File: config.mk
export PLATFORM = sky130hd
export DESIGN_NAME = time_set_ctrl
export DESIGN_NICKNAME = d
export VERILOG_FILES = /design/src/rtl/time_set_ctrl_pkg.sv /design/src/rtl/time_set_ctrl_key_debounce.sv /design/src/rtl/time_set_ctrl.sv
export SDC_FILE = /design/constraint.sdc
export NUM_CORES = 1
export LEC_CHECK = 0
export BUFFER_PORTS_ARGS = -buffer_cell sky130_fd_sc_hd__buf_2
export CORE_MARGIN = 1
export CORE_UTILIZATION = 49
export CTS_BUF_LIST = sky130_fd_sc_hd__clkbuf_8
export CTS_CLUSTER_DIAMETER = 60
export CTS_CLUSTER_SIZE = 28
export DETAILED_ROUTE_END_ITERATION = 10
export PLACE_DENSITY = 0.7
export SYNTH_ARGS = -nofsm -noshare
export SYNTH_HDL_FRONTEND = slang
export SYNTH_SLANG_ARGS = --single-unit
File: constraint.sdc
create_clock -name clk -period 1.95 [get_ports clk]
set_input_delay 0.39 -clock clk [delete_from_list [all_inputs] [get_ports clk]]
set_output_delay 0.39 -clock clk [all_outputs]
set_load 0.02 [all_outputs]
File: src/rtl/time_set_ctrl_pkg.sv
// Shared definitions for the time-entry front end.
// - state_t     : edit FSM states (IDLE, EDIT_H, EDIT_M, EDIT_S, COMMIT)
// - HOUR_MAX    : largest legal hour value
// - MIN_SEC_MAX : largest legal minute/second value
// - FIELD_*     : codes driven on the field output
// - wrap_step() : +1/-1 with wrap-around inside 0..max
package time_set_ctrl_pkg;

  typedef enum logic [2:0] {
    IDLE   = 3'd0,
    EDIT_H = 3'd1,
    EDIT_M = 3'd2,
    EDIT_S = 3'd3,
    COMMIT = 3'd4
  } state_t;

  localparam logic [7:0] HOUR_MAX    = 8'd23;
  localparam logic [7:0] MIN_SEC_MAX = 8'd59;

  localparam logic [1:0] FIELD_NONE = 2'd0;
  localparam logic [1:0] FIELD_HOUR = 2'd1;
  localparam logic [1:0] FIELD_MIN  = 2'd2;
  localparam logic [1:0] FIELD_SEC  = 2'd3;

  // One step up or down with wrap. An out-of-range value is pulled back
  // into range, so the edited value can never escape 0..max.
  function automatic logic [7:0] wrap_step(input logic [7:0] v,
                                           input logic [7:0] max,
                                           input logic       up);
    if (up) return (v >= max) ? 8'd0 : v + 8'd1;
    else    return (v == 8'd0 || v > max) ? max : v - 8'd1;
  endfunction

endpackage

File: src/rtl/time_set_ctrl_key_debounce.sv
// key_debounce: push-button conditioner.
// Raw key -> 2-FF synchroniser -> stability counter -> filtered level ->
// registered rising-edge pulse. The filtered level flips only after
// DEB_CYCLES consecutive synchronised samples disagree with it.
// Ports:
// - clk, rst : system clock, synchronous active-high reset (clears to released)
// - key      : raw asynchronous key, active-high
// - press    : one-cycle pulse, DEB_CYCLES+3 cycles after a clean press
module key_debounce #(
  parameter int DEB_CYCLES = 50_000
) (
  input  logic clk,
  input  logic rst,
  input  logic key,
  output logic press
);

  localparam int CW = $clog2(DEB_CYCLES + 1);

  logic          sync1;
  logic          sync2;
  logic          level;
  logic          level_d;
  logic [CW-1:0] cnt;

  always_ff @(posedge clk) begin
    if (rst) begin
      sync1   <= 1'b0;
      sync2   <= 1'b0;
      level   <= 1'b0;
      level_d <= 1'b0;
      cnt     <= '0;
      press   <= 1'b0;
    end else begin
      sync1 <= key;
      sync2 <= sync1;
      // Any sample that agrees with the current level restarts the run.
      if (sync2 == level) begin
        cnt <= '0;
      end else if (cnt == CW'(DEB_CYCLES - 1)) begin
        level <= sync2;
        cnt   <= '0;
      end else begin
        cnt <= cnt + CW'(1);
      end
      level_d <= level;
      press   <= level & ~level_d;
    end
  end

endmodule

File: src/rtl/time_set_ctrl.sv
// time_set_ctrl: user-entry front end for the clock/alarm.
// Debounces five keys, lets the user edit an HH:MM:SS snapshot of the live
// time field by field, and emits a one-cycle load strobe on commit.
// Ports:
// - clk, rst                     : clock, synchronous active-high reset
// - key_edit/inc/dec/ok/esc      : raw active-high keys
// - cur_hour/min/sec             : live time, snapshotted on edit entry
// - set_hour/min/sec             : edited value (valid with load)
// - editing                      : high in EDIT_H/EDIT_M/EDIT_S
// - field                        : 0 none, 1 hour, 2 min, 3 sec
// - blink                        : toggles every BLINK_DIV cycles while editing
// - load                         : one-cycle strobe in COMMIT
// - fsm_state                    : current FSM state, for observation
// Handshake: load is a fire-and-forget strobe; set_* is valid in the same
// cycle and the reader has no back-pressure.
module time_set_ctrl
  import time_set_ctrl_pkg::*;
#(
  parameter int DEB_CYCLES = 50_000,
  parameter int BLINK_DIV  = 25_000_000
) (
  input  logic       clk,
  input  logic       rst,
  input  logic       key_edit,
  input  logic       key_inc,
  input  logic       key_dec,
  input  logic       key_ok,
  input  logic       key_esc,
  input  logic [7:0] cur_hour,
  input  logic [7:0] cur_min,
  input  logic [7:0] cur_sec,
  output logic [7:0] set_hour,
  output logic [7:0] set_min,
  output logic [7:0] set_sec,
  output logic       editing,
  output logic [1:0] field,
  output logic       blink,
  output logic       load,
  output state_t     fsm_state
);

  localparam int BW = (BLINK_DIV > 1) ? $clog2(BLINK_DIV) : 1;

  logic p_edit, p_inc, p_dec, p_ok, p_esc;

  key_debounce #(.DEB_CYCLES(DEB_CYCLES)) u_deb_edit (.clk(clk), .rst(rst), .key(key_edit), .press(p_edit));
  key_debounce #(.DEB_CYCLES(DEB_CYCLES)) u_deb_inc  (.clk(clk), .rst(rst), .key(key_inc),  .press(p_inc));
  key_debounce #(.DEB_CYCLES(DEB_CYCLES)) u_deb_dec  (.clk(clk), .rst(rst), .key(key_dec),  .press(p_dec));
  key_debounce #(.DEB_CYCLES(DEB_CYCLES)) u_deb_ok   (.clk(clk), .rst(rst), .key(key_ok),   .press(p_ok));
  key_debounce #(.DEB_CYCLES(DEB_CYCLES)) u_deb_esc  (.clk(clk), .rst(rst), .key(key_esc),  .press(p_esc));

  state_t     state, state_n;
  logic [7:0] hour_n, min_n, sec_n;
  logic       step_en, step_up;

  // inc and dec together cancel out.
  assign step_en = p_inc ^ p_dec;
  assign step_up = p_inc;

  always_ff @(posedge clk) begin
    if (rst) begin
      state    <= IDLE;
      set_hour <= 8'd0;
      set_min  <= 8'd0;
      set_sec  <= 8'd0;
    end else begin
      state    <= state_n;
      set_hour <= hour_n;
      set_min  <= min_n;
      set_sec  <= sec_n;
    end
  end

  // Priority inside the edit states: esc > ok > edit > inc/dec.
  always_comb begin
    state_n = state;
    hour_n  = set_hour;
    min_n   = set_min;
    sec_n   = set_sec;
    case (state)
      IDLE: begin
        if (p_edit) begin
          state_n = EDIT_H;
          hour_n  = cur_hour;
          min_n   = cur_min;
          sec_n   = cur_sec;
        end
      end
      EDIT_H, EDIT_M, EDIT_S: begin
        if (p_esc) begin
          state_n = IDLE;
        end else if (p_ok) begin
          state_n = COMMIT;
        end else if (p_edit) begin
          state_n = (state == EDIT_H) ? EDIT_M :
                    (state == EDIT_M) ? EDIT_S : EDIT_H;
        end else if (step_en) begin
          if (state == EDIT_H)      hour_n = wrap_step(set_hour, HOUR_MAX, step_up);
          else if (state == EDIT_M) min_n  = wrap_step(set_min, MIN_SEC_MAX, step_up);
          else                      sec_n  = wrap_step(set_sec, MIN_SEC_MAX, step_up);
        end
      end
      COMMIT:  state_n = IDLE;
      default: state_n = IDLE;
    endcase
  end

  always_comb begin
    editing = 1'b0;
    field   = FIELD_NONE;
    load    = 1'b0;
    case (state)
      EDIT_H: begin editing = 1'b1; field = FIELD_HOUR; end
      EDIT_M: begin editing = 1'b1; field = FIELD_MIN;  end
      EDIT_S: begin editing = 1'b1; field = FIELD_SEC;  end
      COMMIT: load = 1'b1;
      default: ;
    endcase
  end

  assign fsm_state = state;

  // Blink divider runs only while editing and restarts on every entry.
  logic [BW-1:0] blink_cnt;
  logic          blink_q;

  always_ff @(posedge clk) begin
    if (rst || !editing) begin
      blink_cnt <= '0;
      blink_q   <= 1'b0;
    end else if (blink_cnt == BW'(BLINK_DIV - 1)) begin
      blink_cnt <= '0;
      blink_q   <= ~blink_q;
    end else begin
      blink_cnt <= blink_cnt + BW'(1);
    end
  end

  // Masked so blink drops in the same cycle editing does.
  assign blink = blink_q & editing;

endmodule

[Word level (Yosys, flattened, before mapping)]
Cells that the tools add are included.
Cells by class
  $add $sub $neg: 12
  magnitude comparators: 6
  eq/ne operators: 25
  multiplexer cells: 42
  bitwise gates (word level): 18
  reductions and logical operators: 26
Operator list (number)
  8-bit two-way mux: 29
  16-bit by 1-bit adder with 16-bit output (second input constant): 5
  16-bit equality test (second input constant): 5
  8-bit one-hot mux with 2 select lines: 3
  25-bit by 1-bit adder with 25-bit output (second input constant): 1
  25-bit equality test (second input constant): 1
  8-bit by 1-bit adder with 8-bit output (second input constant): 3
  8-bit logical NOT: 3
  8-bit by 1-bit subtractor with 8-bit output (second input constant): 3
  3-bit OR reduction: 6
  8-bit by 6-bit >= comparator with 1-bit output (second input constant): 2
  8-bit by 6-bit greater-than comparator with 1-bit output (second input constant): 2
  8-bit AND reduction: 2
  3-bit two-way mux: 4
  2-bit AND reduction: 6
  1-bit inverter: 11
  2-bit inequality test (second input constant): 5
  8-bit by 5-bit >= comparator with 1-bit output (second input constant): 1
  8-bit by 5-bit greater-than comparator with 1-bit output (second input constant): 1
  2-bit by 1-bit inequality test with 1-bit output (second input constant): 4
  7-bit AND reduction: 1
  1-bit AND: 6
  3-bit by 2-bit equality test with 1-bit output (second input constant): 2
  2-bit one-hot mux with 3 select lines: 1
  13 further kinds: 22
Storage, ports and cells
  register bits: 158
  input port bits: 31
  output and inout port bits: 32
  logic and storage cells: 165

[Depth between registers and ports, before layout]
Gate-level depths: netlist of run 1.
  word-level depth: 11
  gate-level depth with buffers: 9
  mapped depth without buffers: 7

[Hierarchy]
Synthesis of run 1 repeated with hierarchy kept, for this count alone.
Unflattened totals
  cells, all modules: 906
  area total of the unflattened synthesis: 8132.8 sq um
Modules (own cells, without submodules)
  key_debounce: times used 5, cells an instance 91, area an instance 910.9 sq um, sequential area each 420.4 sq um
  time_set_ctrl: times used 1, cells an instance 451, area an instance 3578.4 sq um, sequential area each 1061.0 sq um

[Worst setup path after synthesis of run 1]
Ideal clock, no wire load.
  path kind: reg2out
  from: register state[0] (netlist: fsm_state[0])
  to: output port blink
  arrival time: 1.730 ns
  required time: 1.560 ns
  path slack: -0.170 ns
  cell stages (with the launch flop): 6
  buffers on the path: 2
  cells stage by stage: dfxtp_1 -> clkbuf_1 -> o21bai_1 -> inv_1 -> clkbuf_1 -> and2_1
On the way
  longest elaborated chain between the ends: 4
  elaborated cells between the ends (all ways): 6
  classes of those cells: 3 x eq/ne; 1 x mux; 1 x bitwise; 1 x reduce/logical
RTL lines
  from (decl): RTL line time_set_ctrl.sv:52  | state_t state, state_n;
  from (signal assigned): RTL line time_set_ctrl.sv:67  | state <= state_n;
  3-bit by 1-bit equality test with 1-bit output / 3-bit by 2-bit equality test with 1-bit output (equally long branches): RTL line time_set_ctrl.sv:112  | case (state)
  3-bit OR reduction (no line) (*)
  1-bit two-way mux (*): RTL line time_set_ctrl.sv:112
  named net editing: RTL line time_set_ctrl.sv:35  | output logic editing,
  1-bit AND (*): RTL line time_set_ctrl.sv:140  | assign blink = blink_q & editing;
  to (decl): RTL line time_set_ctrl.sv:37  | output logic blink,
The timed path passes the listed nets; every way through them passes the cells marked *.

[Final worst setup path of run 1]
  from: register state[2] (netlist: fsm_state[2])
  to: output port blink
On the way
  longest elaborated chain between the ends: 4
  elaborated cells between the ends (all ways): 6
  classes of those cells: 3 x eq/ne; 1 x mux; 1 x bitwise; 1 x reduce/logical
RTL lines (RTL line)
  3-bit by 1-bit equality test with 1-bit output / 3-bit by 2-bit equality test with 1-bit output (equally long branches): time_set_ctrl.sv:112
  3-bit OR reduction (no line) (*)
  1-bit two-way mux (*): time_set_ctrl.sv:112
  1-bit AND (*): time_set_ctrl.sv:140
Every way passes the cells marked *; elsewhere a longest branch is shown, timed or not.

==> results of run 1 <==
## worst max-delay path, cell delays in order, from the launching register on
cell and delay [ns]:
dfxtp_1 0.33, buf_6 0.13, o21bai_4 0.17, inv_2 0.11, and2_1 0.17, buf_4 0.15
## cell families (layout without fill, tap and decap cells)
kind of cell	count (synthesis)	after routing
flops	158	158
xor+xnor	103	103
compound gates	115	115
buf+inv	66	179
simple gates	420	420
mux	6	6
fa+ha+maj	15	15
## cells in the mapped netlist (4+ instances only)
cell      number  area [µm²]
nand4_1       24         150
and3_1        25         156
o221ai_1       8        70.1
buf_2          8        40.0
or3_1         11        68.8
nand3_1       52         260
clkbuf_1      23        86.3
a21oi_1       27         135
dfxtp_1      158        3160
nand2b_1       4        25.0
mux2i_1        5        50.1
inv_1         23        86.3
o21ai_0       13        65.1
a31oi_1        5        31.3
and4_1         9        78.8
nand2_1       57         214
nor4_1         8        50.1
or4_1          5        37.5
xor2_1        60         526
nor2b_1       29         181
a211oi_1       8        60.1
nor3_1        16        80.1
ha_1          15         188
nand4b_1       4        35.0
buf_4          4        30.0
o211ai_1       5        37.5
a21o_1         4        30.0
nor2_1       152         571
nor4b_1        6        52.6
and2_1         4        25.0
xnor2_1       43         377
## final timing paths
check                         start              end  slack [ns]  depth (start not counted)
hold reg to reg   u_deb_esc.level_d  u_deb_esc.press        0.38                          1
hold / removal              key_inc  u_deb_inc.sync1        0.15                          2
setup / recovery       fsm_state[2]            blink        0.06                          5
setup reg to reg    u_deb_inc.press       set_min[7]        0.08                          6
## power by group through the flow
stage,combinational [mW],sequential [mW],clock [mW]
2_1_floorplan,0.0525,3.32,0
3_3_place_gp,0.113,3.32,0
3_5_place_dp,0.112,3.32,0
4_1_cts,0.113,3.24,2.54
5_1_grt,0.123,3.24,2.69
6_report,0.112,3.24,2.47
## metal layers
metal,GRT usage,up-vias,share of wire
met5,0,-,0
met4,0.0850,0,0.021
met3,0.0392,32,0.038
met2,0.341,152,0.46
met1,0.260,2957,0.48
li1,-,3289,-
## metrics by stage
step	instance area [µm²]	cells	util	setup TNS, ns
after CTS	8900	1179	0.586	0
final	8970	1184	0.590	0
after detailed placement	8440	1146	0.555	0
after floorplan	7610	883	-	0
after global placement	8440	1146	0.555	0
after global routing	8970	1184	0.590	-0.00199
## state kept, by name (all words and copies together), names as in the netlist, 8 cells and up
signal and flops:
u_deb_inc.cnt 16, set_hour 8, set_min 8, u_deb_ok.cnt 16, u_deb_esc.cnt 16, set_sec 8
u_deb_edit.cnt 16, u_deb_dec.cnt 16, blink_cnt 25
## area by class of cell
type                            count  share of cell area
Clock buffer                       19              0.0291
Clock inverter                     12              0.0163
Inverter                           23             0.00962
Multi-Input combinational cell    659               0.467
Sequential cell                   158               0.352
Tap cell                          188              0.0262
Timing Repair Buffer              125              0.0994
## what timing repair did
item / in CTS / in global routing
resized for setup: 4 / 7
buffers inserted: 1 / 5
hold buffers: 0 / 0
gates cloned: 1 / 0
pin swaps: 0 / 2
endpoints found under the setup margin: 2 / 23
==> impl_metrics.ini, run 1 <==
[timing]
maxSlewHeadroom = 0.676
tightest_slew_ns = 0.485
fmax_mhz = 528
finalCritPeriodShare = 0.972
hold_viol_final = 0
drv_slew = 0
clock_skew_ns = 0.0102
holdWs_ns = 0.152
finalCriticalPeriod_ns = 1.89
setup_ws_ns = 0.0555
setup_viol = 0

[power]
p_per_area_nw_per_um2 = 649
pwr-share-comb = 0.019
sequentialPowerShare = 0.557
pwr-share-clk = 0.424
power_mw = 5.83
p_switching_mw = 1.23
internal_power_mw = 4.60
swShare = 0.210
leakagePower_nw = 3.36
irDropWorstVdd_v = 0.000477

[synthesis]
postSynthAreaPerCell_um2 = 8.62
netlist-cell-type-count = 69
synth_area_um2 = 7610
synth_top_family_by_area = simple AND/OR/NAND/NOR gates
netlist_instances = 883
ys_warn_count = 0
synth_edf_count = 0
synth_fp_nets = 929
synthAdderAreaFrac = 0.0247
synthMuxAreaShare = 0.00806
synth_compound_area_frac = 0.117
yosysSeqAreaShare = 0.416
synth_ff_type = dfxtp_1
synthSimpleGateAreaFrac = 0.277
async_flop_share = 0
synth_xor_area_frac = 0.119
synth.ff_latch_count = 158

[final_layout]
nets = 1030
num-fill-cells = 1392
register_area_um2 = 3160
drive_gt1_frac = 0.177
final_common_cell = dfxtp_1
mostFrequentLayoutCells = dfxtp_1, nor2_1, xor2_1, buf_2
multi_input_comb_area_um2 = 4190
n_antenna_cell = 0
syn2layout_area_growth_pct = 17.9

[cts]
clock-sinks = 158
numCtsBuffers = 17
path_clk_slew_ns = 0.08
tritoncts = done
clock-root-buffer = clkbuf_8
h-tree-depth = 4
clkLatencyLatePin_ns = 0.45
clockBufferDepth = 2

[routing]
wl_per_cell_um = 13.3
drc = 0
route.antenna.remaining_nets = 0
dr.pass1.iters = 5
num_vias = 6430
wirelength_mm = 15.7
viasPerCell = 5.43
drt_iter0_markers = 317

[critical_path]
critPathCaptureType = primary output
worstSetupStartpointType = register
cp.required_ns = 1.56
cp_data_arrival_time_ns = 1.50
crit_path_max_fanout = 5
crit_type = register to primary output

[floorplanning]
start_util = 0.501
die_area_um2 = 16000
coreArea_um2 = 15200
die_y_um = 127
die_x_um = 127
rows = 45
ios = 63

[place]
portBuffers = 62
dp_hpwl_mm = 10.9
dp_worst_setup_slack_ns = 0.0457
place_congestion = 0.902

[grt]
grt_pass1_wl_mm = 26.8
grt_use_total = 0.204
grt_overflow = 0
antenna_found_initial = 0
grt_pass1_vias = 5922
grt_max_degree = 38

[job]
maxCapViolations = 0

[status]
status = complete, no violations

[hold_path]
hold_path.class = input pin to register
(Power assumes the default switching activity.)
==> inputs of run 2 (changes only) <==
--- a/config.mk
+++ b/config.mk
@@ -7,12 +7,12 @@
 export LEC_CHECK = 0
 export BUFFER_PORTS_ARGS = -buffer_cell sky130_fd_sc_hd__buf_2
 export CORE_MARGIN = 1
-export CORE_UTILIZATION = 49
+export CORE_UTILIZATION = 56
 export CTS_BUF_LIST = sky130_fd_sc_hd__clkbuf_8
 export CTS_CLUSTER_DIAMETER = 60
 export CTS_CLUSTER_SIZE = 28
 export DETAILED_ROUTE_END_ITERATION = 10
-export PLACE_DENSITY = 0.7
+export PLACE_DENSITY = 0.78
 export SYNTH_ARGS = -nofsm -noshare
 export SYNTH_HDL_FRONTEND = slang
 export SYNTH_SLANG_ARGS = --single-unit
==> run 2 against run 1 <==
Compared with the run above:
- non-clock buffer count up 3
- critical path depth unchanged
- total power up 2.4%
- critical path type unchanged
- first-iteration DRC count up 40%
- sequential cell count unchanged
- largest cell class unchanged
- cell area unchanged
==> impl_metrics.ini, run 2 (synthesized netlist as in run 1, its figures left out) <==
[cts]
clkLatencyLatePin_ns = 0.45
h-tree-depth = 4
clock-sinks = 158
cts_hold_buf = 0
clock-root-buffer = clkbuf_8
tritoncts = done
clockBufferDepth = 2
numCtsBuffers = 17
path_clk_slew_ns = 0.08

[grt]
grt_use_total = 0.225
grt_pass1_vias = 5846
antenna_found_initial = 0
grt_use_met3 = 0.0454
use_met2 = 0.367
grt_pass1_wl_mm = 26.0
grt_max_degree = 38
grt.busiest_layer = met2
grt_overflow = 0
use_met1 = 0.286

[floorplanning]
coreArea_um2 = 13200
die_x_um = 119
rows = 42
die_y_um = 119
ios = 63
start_util = 0.575
die_area_um2 = 14100

[timing]
hold_viol_final = 0
finalCritPeriodShare = 0.965
setup_ws_ns = 0.0692
maxSlewHeadroom = 0.687
fmax_mhz = 532
tns_ns = 0
setup_viol = 0
drv_slew = 0
clock_skew_ns = 0.00902
finalCriticalPeriod_ns = 1.88
tightest_slew_ns = 0.468

[critical_path]
crit_path_max_fanout = 11
path_buf_inv = 3
critPathCaptureType = primary output
cpPeakStageDelay_ns = 0.33
crit_path_start = fsm_state[2]
ff2ff_path_depth = 6
critPathTopFamily = buffers and inverters
crit_chain = buf_6 -> o21bai_2 -> inv_2 -> and2_4 -> buf_4
crit_type = register to primary output
cp.depth = 5
cp_slowest_cell = dfxtp_1
crit_end = blink
rrSetupSlack_ns = 0.10
reg2reg_from = u_deb_inc.press
timing.rr.end = set_min[0]
cp_data_arrival_time_ns = 1.49
worstSetupStartpointType = register
cp.required_ns = 1.56

[place]
place_congestion = 0.887
portBuffers = 62
dp_hpwl_mm = 10.7
dp_worst_setup_slack_ns = 0.0187
placed_area_um2 = 8420
dp.cells = 1136

[final_layout]
largest_reg_flops = 25
nets = 1033
syn2layout_area_growth_pct = 17.9
num-fill-cells = 1049
layout.cells.non_filler = 1175
mostFrequentLayoutCells = dfxtp_1, nor2_1, buf_4, xor2_1, buf_2
final_common_cell = dfxtp_1
n_antenna_cell = 0
postLayoutCellArea_um2 = 8970
top_register = blink_cnt
drive_gt1_frac = 0.181

[power]
power_mw = 5.97
leakagePower_nw = 3.37
irDropWorstVdd_v = 0.000467
p_per_area_nw_per_um2 = 665

[routing]
viasPerCell = 5.58
drt_iter0_markers = 443
drc = 0
route.antenna.remaining_nets = 0
wl_per_cell_um = 13.2
num_vias = 6554
dr.pass1.iters = 5
wirelength_mm = 15.5

[hold_path]
hold_path.class = input pin to register

[job]
maxCapViolations = 0

[status]
status = complete, no violations
-- run 2: how the worst min path moves through the flow --
stage | end | depth (start not counted) | slack (ns) | startpoint
floorplan | u_deb_dec.press | 1 | 0.37 | u_deb_dec.level_d
global placement | u_deb_edit.press | 1 | 0.37 | u_deb_edit.level_d
detailed placement | u_deb_inc.press | 1 | 0.38 | u_deb_inc.level_d
CTS | u_deb_dec.sync1 | 2 | 0.14 | key_dec
global route | u_deb_edit.sync1 | 2 | 0.16 | key_edit
finish | u_deb_inc.sync1 | 2 | 0.17 | key_inc
-- run 2: per-layer routing --
layer / share of wire / routed length, µm
met1: 0.47 / 7260
met2: 0.46 / 7190
met3: 0.046 / 710
met4: 0.021 / 319
met5: 0 / 0
-- run 2: stage by stage --
| stage | hold slack, ns | utilization |
|---|---|---|
| after floorplan | 0.367 | - |
| after global placement | 0.371 | 0.636 |
| after detailed placement | 0.375 | 0.636 |
| after CTS | 0.137 | 0.671 |
| after global routing | 0.161 | 0.678 |
| final | 0.168 | 0.678 |
-- run 2: cell type report --
cell class / instances / area, µm² / area share
Tap cell: 176 / 220 / 0.0245
Clock buffer: 17 / 234 / 0.0261
Inverter: 23 / 86.3 / 0.00962
Timing Repair Buffer: 128 / 881 / 0.0982
Sequential cell: 158 / 3160 / 0.353
Multi-Input combinational cell: 659 / 4190 / 0.467
Clock inverter: 14 / 195 / 0.0218
-- run 2: timing repair --
item                                    CTS  global route
pin swaps                                 1             2
gates resized for setup                   7             7
hold endpoints to repair                  0             0
buffers inserted                          3             5
endpoints found under the setup margin    5             9
-- run 2: power by group --
group | switching [mW] | total (mW) | internal, mW
clock network | 1.22 | 2.62 | 1.39
registers | 0.00624 | 3.24 | 3.24
logic | 0.0595 | 0.109 | 0.0490
==> inputs of run 3 (changes only) <==
--- a/config.mk
+++ b/config.mk
@@ -7,12 +7,11 @@
 export LEC_CHECK = 0
 export BUFFER_PORTS_ARGS = -buffer_cell sky130_fd_sc_hd__buf_2
 export CORE_MARGIN = 1
-export CORE_UTILIZATION = 56
+export CORE_UTILIZATION = 42
 export CTS_BUF_LIST = sky130_fd_sc_hd__clkbuf_8
 export CTS_CLUSTER_DIAMETER = 60
 export CTS_CLUSTER_SIZE = 28
 export DETAILED_ROUTE_END_ITERATION = 10
-export PLACE_DENSITY = 0.78
 export SYNTH_ARGS = -nofsm -noshare
 export SYNTH_HDL_FRONTEND = slang
 export SYNTH_SLANG_ARGS = --single-unit
==> run 3 against run 2 <==
Compared with the run above:
- cell area barely moved
- largest power group unchanged
- cell count rose by 4.3%
- first-iteration DRC count fell by 21%
==> impl_metrics.ini, run 3 (synthesized netlist as in run 1, its figures left out) <==
[final_layout]
final_common_cell = dfxtp_1
nets = 1032
multi_input_comb_area_um2 = 4180
drive_gt1_frac = 0.181
register_area_um2 = 3170
num-fill-cells = 1686
syn2layout_area_growth_pct = 18.0
top_register = blink_cnt
mostFrequentLayoutCells = dfxtp_1, nor2_1, xor2_1, buf_2, buf_4
largest_reg_flops = 25

[routing]
top_layer = met4
drc = 0
viasPerCell = 5.25
wl_per_cell_um = 13.2
dr.pass1.iters = 4
num_vias = 6437
wl_met1_mm = 7.87
drt_iter0_markers = 348
wirelength_mm = 16.2
met3_wirelength_um = 798
route.antenna.remaining_nets = 0
routed-wl-met2_mm = 7.41

[timing]
fmax_mhz = 522
hold_viol_final = 0
finalCritPeriodShare = 0.983
setup_viol = 0
clock_skew_ns = 0.0223
tightest_slew_ns = 0.495
finalCriticalPeriod_ns = 1.92
setup_ws_ns = 0.0331
drv_slew = 0
rsz0062_at_grt = true
maxSlewHeadroom = 0.668

[floorplanning]
die_y_um = 137
ios = 63
die_area_um2 = 18700
die_x_um = 137
rows = 48
coreArea_um2 = 17500
start_util = 0.435

[cts]
path_clk_slew_ns = 0.10
tritoncts = done
clock-sinks = 158
h-tree-depth = 4
numCtsBuffers = 17
clock-root-buffer = clkbuf_8
clockBufferDepth = 2
clkLatencyLatePin_ns = 0.46

[hold_path]
hold_path.class = input pin to register

[place]
dp_hpwl_mm = 11.4
place_congestion = 0.864
dp_worst_setup_slack_ns = 0.0857
portBuffers = 62

[grt]
grt_pass1_wl_mm = 27.0
grt_overflow = 0
grt_use_total = 0.179
grt_max_degree = 38
antenna_found_initial = 0
grt_pass1_vias = 5803

[critical_path]
cp_data_arrival_time_ns = 2.28
cp_slowest_cell = dfxtp_1
cp.required_ns = 2.31
crit_chain = buf_4 -> ha_1 -> o2111ai_1 -> nand2_1 -> o31ai_1 -> a21oi_1 -> o41ai_2
cpPeakStageDelay_ns = 0.32
critPathCaptureType = register
crit_type = register to register
crit_path_max_fanout = 7
worstSetupStartpointType = register

[job]
maxCapViolations = 0

[power]
irDropWorstVdd_v = 0.000414
power_mw = 5.65
p_per_area_nw_per_um2 = 630
leakagePower_nw = 3.34

[status]
status = complete, no violations
-- run 3: cell types whose count changed in the layout (fill, tap and decap cells not counted), sizes merged --
| cell | previous run | this run |
|---|---|---|
| clkinv | 4 | 5 |
| diode | 0 | 1 |
| buf | 128 | 127 |
| clkinvlp | 2 | 5 |
| bufinv | 4 | 1 |
-- run 3: worst paths after layout --
check / from / end / slack (ns) / cells after the start
worst max register to register: set_sec[0] / set_sec[3] / 0.03 / 7
worst min-delay path: key_inc / u_deb_inc.sync1 / 0.14 / 2
worst max-delay path: set_sec[0] / set_sec[3] / 0.03 / 7
worst min register to register: u_deb_edit.level_d / u_deb_edit.press / 0.39 / 1
-- run 3: routing by layer --
layer,up-vias,GRT usage
li1,3290,-
met3,13,0.0430
met4,0,0.0574
met2,148,0.282
met5,-,0
met1,2986,0.241
-- run 3: what timing repair did --
action	CTS	global route
buffers inserted	1	5
setup endpoints to repair	2	8
gates resized for setup	7	6
pin swaps	0	2
hold buffers	0	0
-- run 3: cell type report --
class,count,share of cell area
Timing Repair Buffer,127,0.0991
Multi-Input combinational cell,659,0.466
Clock inverter,15,0.0153
Clock buffer,17,0.0261
Inverter,23,0.00962
Antenna cell,1,0.000279
Tap cell,225,0.0314
Sequential cell,158,0.353
-- run 3: stage by stage --
step / cell area [µm²] / std cells / TNS, ns / hold slack (ns) / util
CTS: 8910 / 1219 / 0 / 0.113 / 0.510
floorplan: 7610 / 883 / 0 / 0.367 / -
global placement: 8510 / 1186 / 0 / 0.371 / 0.487
finish: 8980 / 1225 / 0 / 0.142 / 0.514
global route: 8970 / 1224 / -0.00750 / 0.121 / 0.514
detailed placement: 8510 / 1186 / 0 / 0.372 / 0.487
-- run 3: critical path, delay by kind of cell (launching register included) --
family / cells / cell delay [ns]
adder cells (fa/ha/maj): 1 / 0.24
AND/OR/NAND/NOR: 1 / 0.14
flip-flops: 1 / 0.32
AO/OA/AOI/OAI: 4 / 0.96
buffers and inverters: 1 / 0.15
-- run 3: where the power goes --
group	total (mW)	switching, mW	internal, mW
clock network	2.30	1.27	1.02
registers	3.24	0.00692	3.24
logic	0.114	0.0618	0.0518
total	5.65	1.34	4.31
